===== src/rtl/serial_flash_writer.sv =====
`default_nettype none
// ============================================================================
// serial_flash_writer -- byte-framed W/E/R command decoder driving a flash controller
// Option: SERIAL_FLASH_WRITER_VERIFY_EN adds read-back verify after each write
// Revision: 1.0
// ============================================================================
module serial_flash_writer #(
   parameter int MAIN_CLK   = 27_000_000,
   parameter int TIMEOUT_MS = 100,
   parameter int BITS       = 8,
   parameter int ADDR_WORDS = 3
) (
   input  logic                       clk27,
   input  logic                       rst,
   input  logic [BITS-1:0]            rx_data,
   input  logic                       rx_valid,
   output logic [BITS-1:0]            tx_data,
   output logic                       tx_enable,
   input  logic                       tx_word_finished,
   output logic                       flash_enable,
   output logic                       flash_write,
   output logic                       flash_erase,
   output logic [BITS*ADDR_WORDS-1:0] flash_addr,
   output logic [BITS-1:0]            flash_wdata,
   input  logic [BITS-1:0]            flash_rdata,
   input  logic                       flash_word_finished,
   input  logic                       flash_next_word,
   input  logic                       flash_ready,
   output logic                       busy
);

   localparam int ADDR_W      = BITS * ADDR_WORDS;
   localparam int CNT_W       = $clog2(ADDR_WORDS) + 1;
   localparam int TIMEOUT_CYC = MAIN_CLK / 1000 * TIMEOUT_MS;
   localparam int TO_W        = $clog2(TIMEOUT_CYC + 1);

   localparam logic [BITS-1:0] CH_W     = BITS'(8'h57);
   localparam logic [BITS-1:0] CH_E     = BITS'(8'h45);
   localparam logic [BITS-1:0] CH_R     = BITS'(8'h52);
   localparam logic [BITS-1:0] CH_OK    = BITS'(8'h4B);
   localparam logic [BITS-1:0] CH_BAD   = BITS'(8'h58);
   localparam logic [BITS-1:0] CH_UNKWN = BITS'(8'h3F);

   typedef enum logic [3:0] {
      S_IDLE, S_RECV_ADDR, S_RECV_DATA, S_ERASE, S_WAIT_ERASE,
      S_WRITE, S_WAIT_WRITE, S_READ, S_REPLY
`ifdef SERIAL_FLASH_WRITER_VERIFY_EN
      , S_VERIFY
`endif
   } state_t;

   state_t            state_q, state_d;
   logic [BITS-1:0]   cmd_q, cmd_d;
   logic [CNT_W-1:0]  cnt_q, cnt_d;
   logic [ADDR_W-1:0] addr_q, addr_d;
   logic [BITS-1:0]   wdata_q, wdata_d;
   logic [BITS-1:0]   tx_data_q, tx_data_d;
   logic [TO_W-1:0]   timeout_q, timeout_d;
   logic              next_word_q, word_fin_q, tx_fin_q;

   logic nw_rise, wf_fall, txf_rise;
   assign nw_rise  = flash_next_word & ~next_word_q;
   assign wf_fall  = ~flash_word_finished & word_fin_q;
   assign txf_rise = tx_word_finished & ~tx_fin_q;

   always_ff @(posedge clk27 or posedge rst) begin
      if (rst) begin
         state_q     <= S_IDLE;
         cmd_q       <= '0;
         cnt_q       <= '0;
         addr_q      <= '0;
         wdata_q     <= '0;
         tx_data_q   <= '0;
         timeout_q   <= '0;
         next_word_q <= 1'b0;
         word_fin_q  <= 1'b0;
         tx_fin_q    <= 1'b0;
      end else begin
         state_q     <= state_d;
         cmd_q       <= cmd_d;
         cnt_q       <= cnt_d;
         addr_q      <= addr_d;
         wdata_q     <= wdata_d;
         tx_data_q   <= tx_data_d;
         timeout_q   <= timeout_d;
         next_word_q <= flash_next_word;
         word_fin_q  <= flash_word_finished;
         tx_fin_q    <= tx_word_finished;
      end
   end

   always_comb begin
      state_d      = state_q;
      cmd_d        = cmd_q;
      cnt_d        = cnt_q;
      addr_d       = addr_q;
      wdata_d      = wdata_q;
      tx_data_d    = tx_data_q;
      timeout_d    = timeout_q;
      flash_enable = 1'b0;
      flash_write  = 1'b0;
      flash_erase  = 1'b0;
      tx_enable    = 1'b0;
      case (state_q)
         S_IDLE: begin
            if (rx_valid) begin
               if (rx_data == CH_W || rx_data == CH_E || rx_data == CH_R) begin
                  cmd_d     = rx_data;
                  cnt_d     = '0;
                  timeout_d = '0;
                  state_d   = S_RECV_ADDR;
               end else begin
                  tx_data_d = CH_UNKWN;
                  state_d   = S_REPLY;
               end
            end
         end
         S_RECV_ADDR: begin
            if (rx_valid) begin
               // Left shift: the first address byte on the wire ends up as the MSB.
               addr_d    = ADDR_W'({addr_q, rx_data});
               cnt_d     = cnt_q + 1'b1;
               timeout_d = '0;
               if (cnt_q == CNT_W'(ADDR_WORDS - 1)) begin
                  if (cmd_q == CH_W)      state_d = S_RECV_DATA;
                  else if (cmd_q == CH_E) state_d = S_ERASE;
                  else                    state_d = S_READ;
               end
            end else if (timeout_q == TO_W'(TIMEOUT_CYC)) begin
               timeout_d = '0;
               state_d   = S_IDLE;
            end else begin
               timeout_d = timeout_q + 1'b1;
            end
         end
         S_RECV_DATA: begin
            if (rx_valid) begin
               wdata_d   = rx_data;
               timeout_d = '0;
               state_d   = S_WRITE;
            end else if (timeout_q == TO_W'(TIMEOUT_CYC)) begin
               timeout_d = '0;
               state_d   = S_IDLE;
            end else begin
               timeout_d = timeout_q + 1'b1;
            end
         end
         S_ERASE: begin
            // Command lines drop in the same cycle the controller accepts the word.
            flash_enable = ~nw_rise;
            flash_write  = ~nw_rise;
            flash_erase  = ~nw_rise;
            if (nw_rise) state_d = S_WAIT_ERASE;
         end
         S_WRITE: begin
            flash_enable = ~nw_rise;
            flash_write  = ~nw_rise;
            if (nw_rise) state_d = S_WAIT_WRITE;
         end
         S_WAIT_ERASE: begin
            if (flash_ready) begin
               tx_data_d = CH_OK;
               state_d   = S_REPLY;
            end
         end
         S_WAIT_WRITE: begin
            if (flash_ready) begin
`ifdef SERIAL_FLASH_WRITER_VERIFY_EN
               state_d   = S_VERIFY;
`else
               tx_data_d = CH_OK;
               state_d   = S_REPLY;
`endif
            end
         end
         S_READ: begin
            flash_enable = 1'b1;
            if (wf_fall) begin
               tx_data_d = flash_rdata;
               state_d   = S_REPLY;
            end
         end
`ifdef SERIAL_FLASH_WRITER_VERIFY_EN
         S_VERIFY: begin
            flash_enable = 1'b1;
            if (wf_fall) begin
               tx_data_d = (flash_rdata == wdata_q) ? CH_OK : CH_BAD;
               state_d   = S_REPLY;
            end
         end
`endif
         S_REPLY: begin
            tx_enable = ~txf_rise;
            if (txf_rise) state_d = S_IDLE;
         end
         default: state_d = S_IDLE;
      endcase
   end

   assign busy        = (state_q != S_IDLE);
   assign tx_data     = tx_data_q;
   assign flash_addr  = addr_q;
   assign flash_wdata = wdata_q;

endmodule
`default_nettype wire


===== config.mk =====
export PLATFORM = sky130hd
export DESIGN_NAME = serial_flash_writer
export DESIGN_NICKNAME = d
export VERILOG_FILES = /design/src/rtl/serial_flash_writer.sv
export SDC_FILE = /design/constraint.sdc
export NUM_CORES = 1
export LEC_CHECK = 0
export BUFFER_PORTS_ARGS = -buffer_cell sky130_fd_sc_hd__buf_2
export CORE_MARGIN = 4
export CORE_UTILIZATION = 55
export DETAILED_ROUTE_END_ITERATION = 8
export PLACE_DENSITY = 0.77
export SLEW_MARGIN = 20
export SYNTH_ARGS = -nofsm -noshare
export SYNTH_HDL_FRONTEND = slang
export SYNTH_SLANG_ARGS = --single-unit

===== constraint.sdc =====
create_clock -name clk27 -period 2.55 [get_ports clk27]
set_input_delay 0.255 -clock clk27 [delete_from_list [all_inputs] [get_ports clk27]]
set_output_delay 0.255 -clock clk27 [all_outputs]
set_load 0.01 [all_outputs]

==> results of run 1 <==
[logic make-up after synthesis]
kind of cell	after synthesis
fa+ha+maj	4
buf+inv	34
compound gates	67
flops	80
simple gates	116
mux	42
xor+xnor	9
[synth_stat cells, drive strengths merged (4+ instances only)]
master,number
dfrtp,80
mux2,35
o21ai,27
nor2,25
nand2,24
inv,17
clkbuf,16
a21oi,13
nand3,10
nand2b,9
and2,7
mux2i,7
xnor2,7
nor3,6
nor2b,5
o31ai,5
and3,4
ha,4
nand4,4
nor4,4
[layer usage]
| layer | wire (um) | track usage | up-vias | part of all wire |
|---|---|---|---|---|
| met5 | 0 | 0 | - | 0 |
| met4 | 117 | 0.0829 | 0 | 0.015 |
| met3 | 266 | 0.0367 | 12 | 0.033 |
| met2 | 4010 | 0.337 | 61 | 0.50 |
| met1 | 3590 | 0.269 | 1425 | 0.45 |
| li1 | - | - | 1405 | - |
[through the flow]
stage | TNS [ns] | area (um2) | setup WS (ns) | power [uW] | cells
after floorplan | 0 | 3770 | 0.160 | 1920 | 352
final | 0 | 4520 | 0.241 | 3290 | 512
after detailed placement | -0.0179 | 4270 | -0.0179 | 2190 | 495
after global placement | 0 | 4270 | 0.0171 | 2160 | 495
after CTS | 0 | 4520 | 0.244 | 3320 | 512
after global routing | 0 | 4520 | 0.0954 | 3460 | 512
[cell type report]
type,instances,area (um2),share of cell area
clock buffers,10,128,0.0282
clock inverters,6,116,0.0257
inverters,17,65.1,0.0144
multi-input cells,238,1640,0.362
flip-flops and latches,80,2000,0.443
well taps,77,96.3,0.0213
repair buffers,84,478,0.106
[report_power, final]
| part | switching [uW] | total (uW) | internal, uW |
|---|---|---|---|
| combinational | 337 | 645 | 308 |
| clock | 467 | 1120 | 658 |
| sequential | 104 | 1530 | 1420 |
[critical path: cells and delay by family (launching register included)]
kind,cells,cell delay [ns]
simple gates,4,1.14
compound gates,2,0.70
flops,1,0.40
[flip-flops by register name, summed over array words and instances, names as in the netlist, 3 cells and up]
name and flops:
flash_addr 24, flash_wdata 8, timeout_q 22, state_q 4, tx_data 8, cnt_q 3, cmd_q 8
[worst min path at each step]
| stage | slack [ns] | to | startpoint |
|---|---|---|---|
| after global routing | 0.01 | next_word_q | flash_next_word |
| after floorplan | 0.29 | next_word_q | flash_next_word |
| after CTS | 0.02 | word_fin_q | flash_word_finished |
| final | 0.03 | word_fin_q | flash_word_finished |
| after global placement | 0.35 | flash_wdata[0] | rst |
| after detailed placement | 0.35 | flash_wdata[0] | rst |
==> metrics.txt, run 1 <==
routability cong. 0.870; Req. time, crit path 2.83 ns; antenna viol nets, final 0; DP Wirelength 5650 um; Post-synth EDFFs 0; post-cts repair resize count 0; Synthesized Nets 379; CTS max path bufs 2; full die area 8240 um2; via count of the first global-routing pass ~2,900; IO buf count 67; XOR/XNOR Fraction of Synth Area 0.0209; kind of critical path reg -> reg; max incr delay on CP about 0.55 ns; most frequent cells in the layout dfrtp_1 (80), buf_2 (67), mux2_2 (35); Cells after Synth 352; # clock sinks 80; post-synthesis simple-gate area fraction 0.165; CP Launch Type register; Fin. Hold Viols 0; Peak VDD IR 0.350 mV; Max-slew headroom 0.572; first-pass GRT wire length 13,800 um; RSZ-0062 raised after global routing false; Num CTS Buffers 9; Die X 90.8 um; Yosys top cell by area dfrtp_1; most common cell after layout, fill and taps aside dfrtp_1; GRT Total Usage 0.205; Pwr Density 729 nW/um2; maximum clock rate 0.433 GHz; register bit count reported by yosys 80; mux contribution to synthesized area 0.123; WP data arrival 2.59 ns; H-tree depth 3; Worst path most repeated cell or4_1; synth top area cells dfrtp_1 (53%), mux2_2 (10%), o21ai_0 (3.5%), nor2_1 (2.5%), nand2_1 (2.4%); Root Driver clkbuf_8; fin. max-slew vios 0; largest family of logic cells by synthesized area simple AND/OR/NAND/NOR gates; largest net degree at the start of global routing 44; path depth of the worst reg2reg path 6; Skew-Pair Late Insertion Delay 0.35 ns; Residual DRC 0; post-DR vias/cell 5.67; Worst-path clk slew 0.08 ns; Slew @ Worst Pin 0.641 ns; worst hold slack 0.0262 ns; post-synthesis compound-gate area fraction 0.112; Area Overhead vs Synth 20.0%; Final Skew 0.00660 ns; DR vias between 2,000 and 3,000; initial drt markers 152; global route overflow 0; syn_area_per_cell 10.7 um2; Setup-failing EPs final 0; Ys Warns 0; Hold Path Depth 1; share of cells above drive strength 1 0.313; Pre-antenna DRT Iters 4; top_reg_cell synth dfrtp_1; Starting Density 0.580; CP startpoint state_q[3]; initial antenna violation count 0; final layout net count 457; worst r2r dst timeout_q[19]; fill count 480; Core ar. 6490 um2; Final Cycle Share 0.905; Ant. Diodes 0; slowest CP cell a2111o_1; register area share after synthesis 0.531; post-CTS setup buffer count 0; final WL 7980 um; wire per inst 15.6 um; R2R Path Start state_q[3]; LEAKAGE 0.00222 uW; hold crit path type in -> reg; # rows 29; critical path endpoint category register; CP cell instances nor2_1 -> nand2_1 -> or4_1 -> a2111o_1 -> or4_1 -> a21oi_1; Synth cell types 48; fin util 0.696; Hold-fix buffers, CTS 1; asr flop ratio synth 1.00; I/O pin cnt 68; end point of the critical path timeout_q[19]; adder-cell area share of the yosys netlist 0.0133; Die Y approximately 90 um; max cap viols 0; Synth top area share 0.531; peak fanout along the critical path 8; status finished, final reports clean; R2R setup slack 0.24 ns; TritonCTS clock tree built; Tmin final 2.31 ns; Post-Syn Area 3770 um2
(Power assumes the default switching activity.)
==> inputs of run 2 (changes only) <==
==> constraint.sdc (replaced) <==
create_clock -name clk27 -period 2.6 [get_ports clk27]
set_input_delay 0.52 -clock clk27 [delete_from_list [all_inputs] [get_ports clk27]]
set_output_delay 0.52 -clock clk27 [all_outputs]
set_load 0.01 [all_outputs]
==> metrics.txt, run 2 (same netlist as run 1, synthesis figures left out) <==
via count of the first global-routing pass 2,986 (was 2,859); antenna viol nets, final 0 (unchanged); status finished, final reports clean (unchanged); IO buf count 67 (unchanged); Largest register FFs 24 (unchanged); Pre-antenna DRT Iters 4 (unchanged); path depth of the worst reg2reg path 6 (unchanged); post-CTS setup buffer count 0 (unchanged); Hold-fix buffers, CTS 0 (was 1); Die X 90.8 um (unchanged); Final Cycle Share 0.949; Final Skew 0.00774 ns (was 0.00660 ns); Finished Cell Area 4550 um2 (was 4520 um2); initial antenna violation count 0 (unchanged); Skew-Pair Late Insertion Delay 0.36 ns (was 0.35 ns); DR vias 2,941 (was 2,903); share of cells above drive strength 1 0.327 (was 0.313); fin. max-slew vios 0 (unchanged); hold crit path type in -> async (was in -> reg); kind of critical path in -> reg (was reg -> reg); peak fanout along the critical path 8 (unchanged); Peak VDD IR 0.427 mV (was 0.350 mV); post-cts repair resize count 0 (unchanged); TritonCTS clock tree built (unchanged); critical path endpoint category register (unchanged); # rows 29 (unchanged); # clock sinks 80 (unchanged); final worst setup slack 0.133 ns (was 0.241 ns); full die area 8240 um2 (unchanged); global route overflow 0 (unchanged); maximum clock rate 0.405 GHz; wire per inst 15.9 um (was 15.6 um); Root Driver clkbuf_8 (unchanged); Die Y 90.8 um (unchanged); routability cong. 0.810 (was 0.870); LEAKAGE 0.00224 uW (was 0.00222 uW); Pwr Density 701 nW/um2 (was 729 nW/um2); initial drt markers 203 (was 152); Fin. Hold Viols 0 (unchanged); Area Overhead vs Synth 20.7% (was 20.0%); I/O pin cnt 68 (unchanged); Placed Area 4320 um2 (was 4270 um2); H-tree depth 3 (unchanged); Residual DRC 0 (unchanged); dpl cells 502 (was 495); Worst-path clk slew 0.08 ns (about the same); most frequent cells in the layout dfrtp_1 (80), buf_2 (67), mux2_2 (35) (unchanged); first-pass GRT wire length 14,400 um (was 13,800 um); Req. time, crit path 2.88 ns (was 2.83 ns); largest net degree at the start of global routing 81 (was 44); max cap viols 0 (unchanged); Tmin final 2.47 ns; GRT Total Usage 0.215 (was 0.205); fill count 498 (was 480); final layout net count 463 (was 457); RSZ-0062 raised after global routing false (unchanged); DP Wirelength 5900 um (was 5650 um); CP Launch Type input port (was register); Max-slew headroom 0.674 (was 0.572); Slew @ Worst Pin 0.477 ns (was 0.641 ns); Setup-failing EPs final 0 (unchanged); CTS max path bufs 2 (unchanged); Num CTS Buffers 9 (unchanged); Ant. Diodes 0 (unchanged); most common cell after layout, fill and taps aside dfrtp_1 (unchanged); WP data arrival 2.75 ns (was 2.59 ns); post-DR vias/cell 5.68 (was 5.67); Starting Density 0.580 (unchanged); Core ar. 6490 um2 (unchanged); fin cells 518 (was 512); final WL 8230 um (was 7980 um); DP Worst Slack -0.246 ns (was -0.0179 ns)
==> run 2: cell count changes in the layout (fill, tap and decap cells not counted), sizes merged <==
| cell | previous run | this run |
|---|---|---|
| clkinv | 3 | 2 |
| buf | 83 | 90 |
| clkinvlp | 0 | 1 |
| dlygate4sd3 | 1 | 0 |
| bufinv | 3 | 2 |
| inv | 17 | 18 |
==> run 2: path summary, 6_finish.rpt <==
check | startpoint | end | slack, ns
hold / removal | rst | timeout_q[14] | 0.21
setup reg to reg | state_q[0] | timeout_q[19] | 0.31
max in group asynchronous | rst | flash_addr[5] | 2.03
setup / recovery | rx_data[3] | timeout_q[19] | 0.13
min in group clk27 | flash_word_finished | word_fin_q | 0.29
hold reg to reg | cmd_q[3] | cmd_q[3] | 0.49
==> run 2: area by class of cell <==
type | instances | area (um2) | share of cell area
Clock inverter | 6 | 90.1 | 0.0198
Inverter | 17 | 65.1 | 0.0143
Multi-Input combinational cell | 238 | 1640 | 0.360
Timing Repair Buffer | 90 | 520 | 0.114
Tap cell | 77 | 96.3 | 0.0212
Clock buffer | 10 | 138 | 0.0303
Sequential cell | 80 | 2000 | 0.440
==> run 2: power by group <==
part	total [uW]	switching [uW]	internal, uW
registers	1500	106	1390
logic	657	343	314
clock network	1030	460	572
==> run 2: routing by layer <==
| metal | global-route usage | wire, um |
|---|---|---|
| met1 | 0.285 | 3680 |
| met2 | 0.344 | 4020 |
| met3 | 0.0375 | 320 |
| met4 | 0.101 | 205 |
| met5 | 0 | 0 |
==> run 2: per-stage QoR <==
step	util	setup TNS, ns	power [uW]	hold slack (ns)
detailed placement	0.665	-0.890	2180	0.470
CTS	0.700	0	3220	0.249
floorplan	-	0	1880	0.436
global placement	0.665	-0.391	2140	0.450
global route	0.700	0	3360	0.247
finish	0.700	0	3190	0.213
==> run 2: critical path, cell delays in order <==
cell,delay (ns)
buf_2,0.12
nor4b_2,0.30
o21ai_1,0.12
or4_1,0.56
a2111o_1,0.55
or4_1,0.43
a21oi_1,0.15
==> inputs of run 3 (changes only) <==
--- a/config.mk
+++ b/config.mk
@@ -9,7 +9,9 @@
 export CORE_MARGIN = 4
 export CORE_UTILIZATION = 55
 export DETAILED_ROUTE_END_ITERATION = 8
+export MAX_ROUTING_LAYER = met4
 export PLACE_DENSITY = 0.77
+export SKIP_CTS_REPAIR_TIMING = 1
 export SLEW_MARGIN = 20
 export SYNTH_ARGS = -nofsm -noshare
 export SYNTH_HDL_FRONTEND = slang
==> metrics.txt, run 3 (same netlist as run 1, synthesis figures left out) <==
post-DR vias/cell 5.73 (was 5.68); H-tree depth 3 (unchanged); R2R Path Start state_q[0] (unchanged); Skew-Pair Late Insertion Delay 0.36 ns (about the same); RSZ-0062 raised after global routing false (unchanged); final WL 8300 um (was 8230 um); # rows 29 (unchanged); CP Launch Type input port (unchanged); most common cell after layout, fill and taps aside dfrtp_1 (unchanged); largest net degree at the start of global routing 81 (unchanged); initial antenna violation count 0 (unchanged); critical path endpoint category register (unchanged); worst hold slack 0.222 ns (was 0.213 ns); Slew @ Worst Pin 0.477 ns (about the same); Die Y 90.8 um (unchanged); full die area 8240 um2 (unchanged); GRT Total Usage 0.221 (was 0.215); Residual DRC 0 (unchanged); I/O pin cnt 68 (unchanged); Max-slew headroom 0.673 (was 0.674); Pwr Density 702 nW/um2 (was 701 nW/um2); IO buf count 67 (unchanged); CP startpoint rx_data[3] (unchanged); Setup-failing EPs final 0 (unchanged); Pre-antenna DRT Iters 5 (was 4); via count of the first global-routing pass 2,987 (was 2,986); antenna viol nets, final 0 (unchanged); Final Cycle Share 0.946 (was 0.949); routability cong. 0.821 (was 0.810); Num CTS Buffers 9 (unchanged); Area Overhead vs Synth 20.7% (unchanged); initial drt markers 210 (was 203); Final Skew 0.00691 ns (was 0.00774 ns); global route overflow 0 (unchanged); TritonCTS clock tree built (unchanged); maximum clock rate 0.407 GHz (was 0.405 GHz); most frequent cells in the layout dfrtp_1 (80), buf_2 (67), mux2_2 (35) (unchanged); DR vias 2,970 (was 2,941); share of cells above drive strength 1 0.327 (unchanged); hold crit path type in -> async (unchanged); # clock sinks 80 (unchanged); max cap viols 0 (unchanged); Starting Density 0.580 (unchanged); LEAKAGE 0.00224 uW (unchanged); fin. max-slew vios 0 (unchanged); Peak VDD IR 0.427 mV (about the same); status finished, final reports clean (unchanged); Req. time, crit path 2.88 ns (about the same); CTS max path bufs 2 (unchanged); Root Driver clkbuf_8 (unchanged); Worst-path clk slew 0.08 ns (about the same); kind of critical path in -> reg (unchanged); first-pass GRT wire length 14,400 um (unchanged); final layout net count 463 (unchanged); wire per inst 16.0 um (was 15.9 um); Fin. Hold Viols 0 (unchanged); Ant. Diodes 0 (unchanged); fin util 0.700 (unchanged); Tmin final 2.46 ns (was 2.47 ns); peak fanout along the critical path 8 (unchanged); Largest register FFs 24 (unchanged); DP Wirelength 5900 um (unchanged); WP data arrival 2.74 ns (was 2.75 ns); Die X 90.8 um (unchanged); Core ar. 6490 um2 (unchanged)
[run 3: cell counts in the layout (fill, tap and decap cells not counted)]
Identical to the previous run, type by type.
[run 3: routing by layer]
metal | GRT usage | vias up | wire length [um]
met1 | 0.285 | 1449 | 3700
met3 | 0.0375 | 14 | 355
met2 | 0.344 | 90 | 4060
met5 | - | - | 0
met4 | 0.101 | 0 | 179
li1 | - | 1417 | -
[run 3: worst max-delay path, cell delays in order]
cell,delay (ns)
buf_2,0.12
nor4b_2,0.30
o21ai_1,0.12
or4_1,0.56
a2111o_1,0.54
or4_1,0.43
a21oi_1,0.15
[run 3: report_power, final]
part	leakage, uW	internal [uW]	switching, uW
clock network	0.000113	572	465
registers	0.00107	1390	106
logic	0.00106	314	343
total	0.00224	2280	914
[run 3: final cells by class]
type | count | area, um2
Fill cell | 498 | 1950
Sequential cell | 80 | 2000
Clock inverter | 6 | 90.1
Tap cell | 77 | 96.3
Clock buffer | 10 | 138
Timing Repair Buffer | 90 | 520
Multi-Input combinational cell | 238 | 1640
Inverter | 17 | 65.1
[run 3: path summary, 6_finish.rpt]
kind / endpoint / slack, ns / cells past startpoint
worst min-delay path: timeout_q[14] / 0.22 / 3
min in group clk27: word_fin_q / 0.28 / 1
worst min register to register: cmd_q[3] / 0.49 / 1
max in group asynchronous: tx_fin_q / 2.04 / 3
worst max-delay path: timeout_q[19] / 0.14 / 7
worst max register to register: timeout_q[19] / 0.31 / 6
[run 3: stage by stage]
step | instances | power [uW] | worst slack [ns] | TNS, ns | instance area (um2)
2_1_floorplan | 352 | 1880 | 0.00564 | 0 | 3770
3_3_place_gp | 502 | 2140 | -0.166 | -0.391 | 4320
3_5_place_dp | 502 | 2180 | -0.246 | -0.890 | 4320
4_1_cts | 518 | 3220 | 0.136 | 0 | 4550
5_1_grt | 518 | 3360 | 0.0453 | 0 | 4550
6_report | 518 | 3190 | 0.141 | 0 | 4550
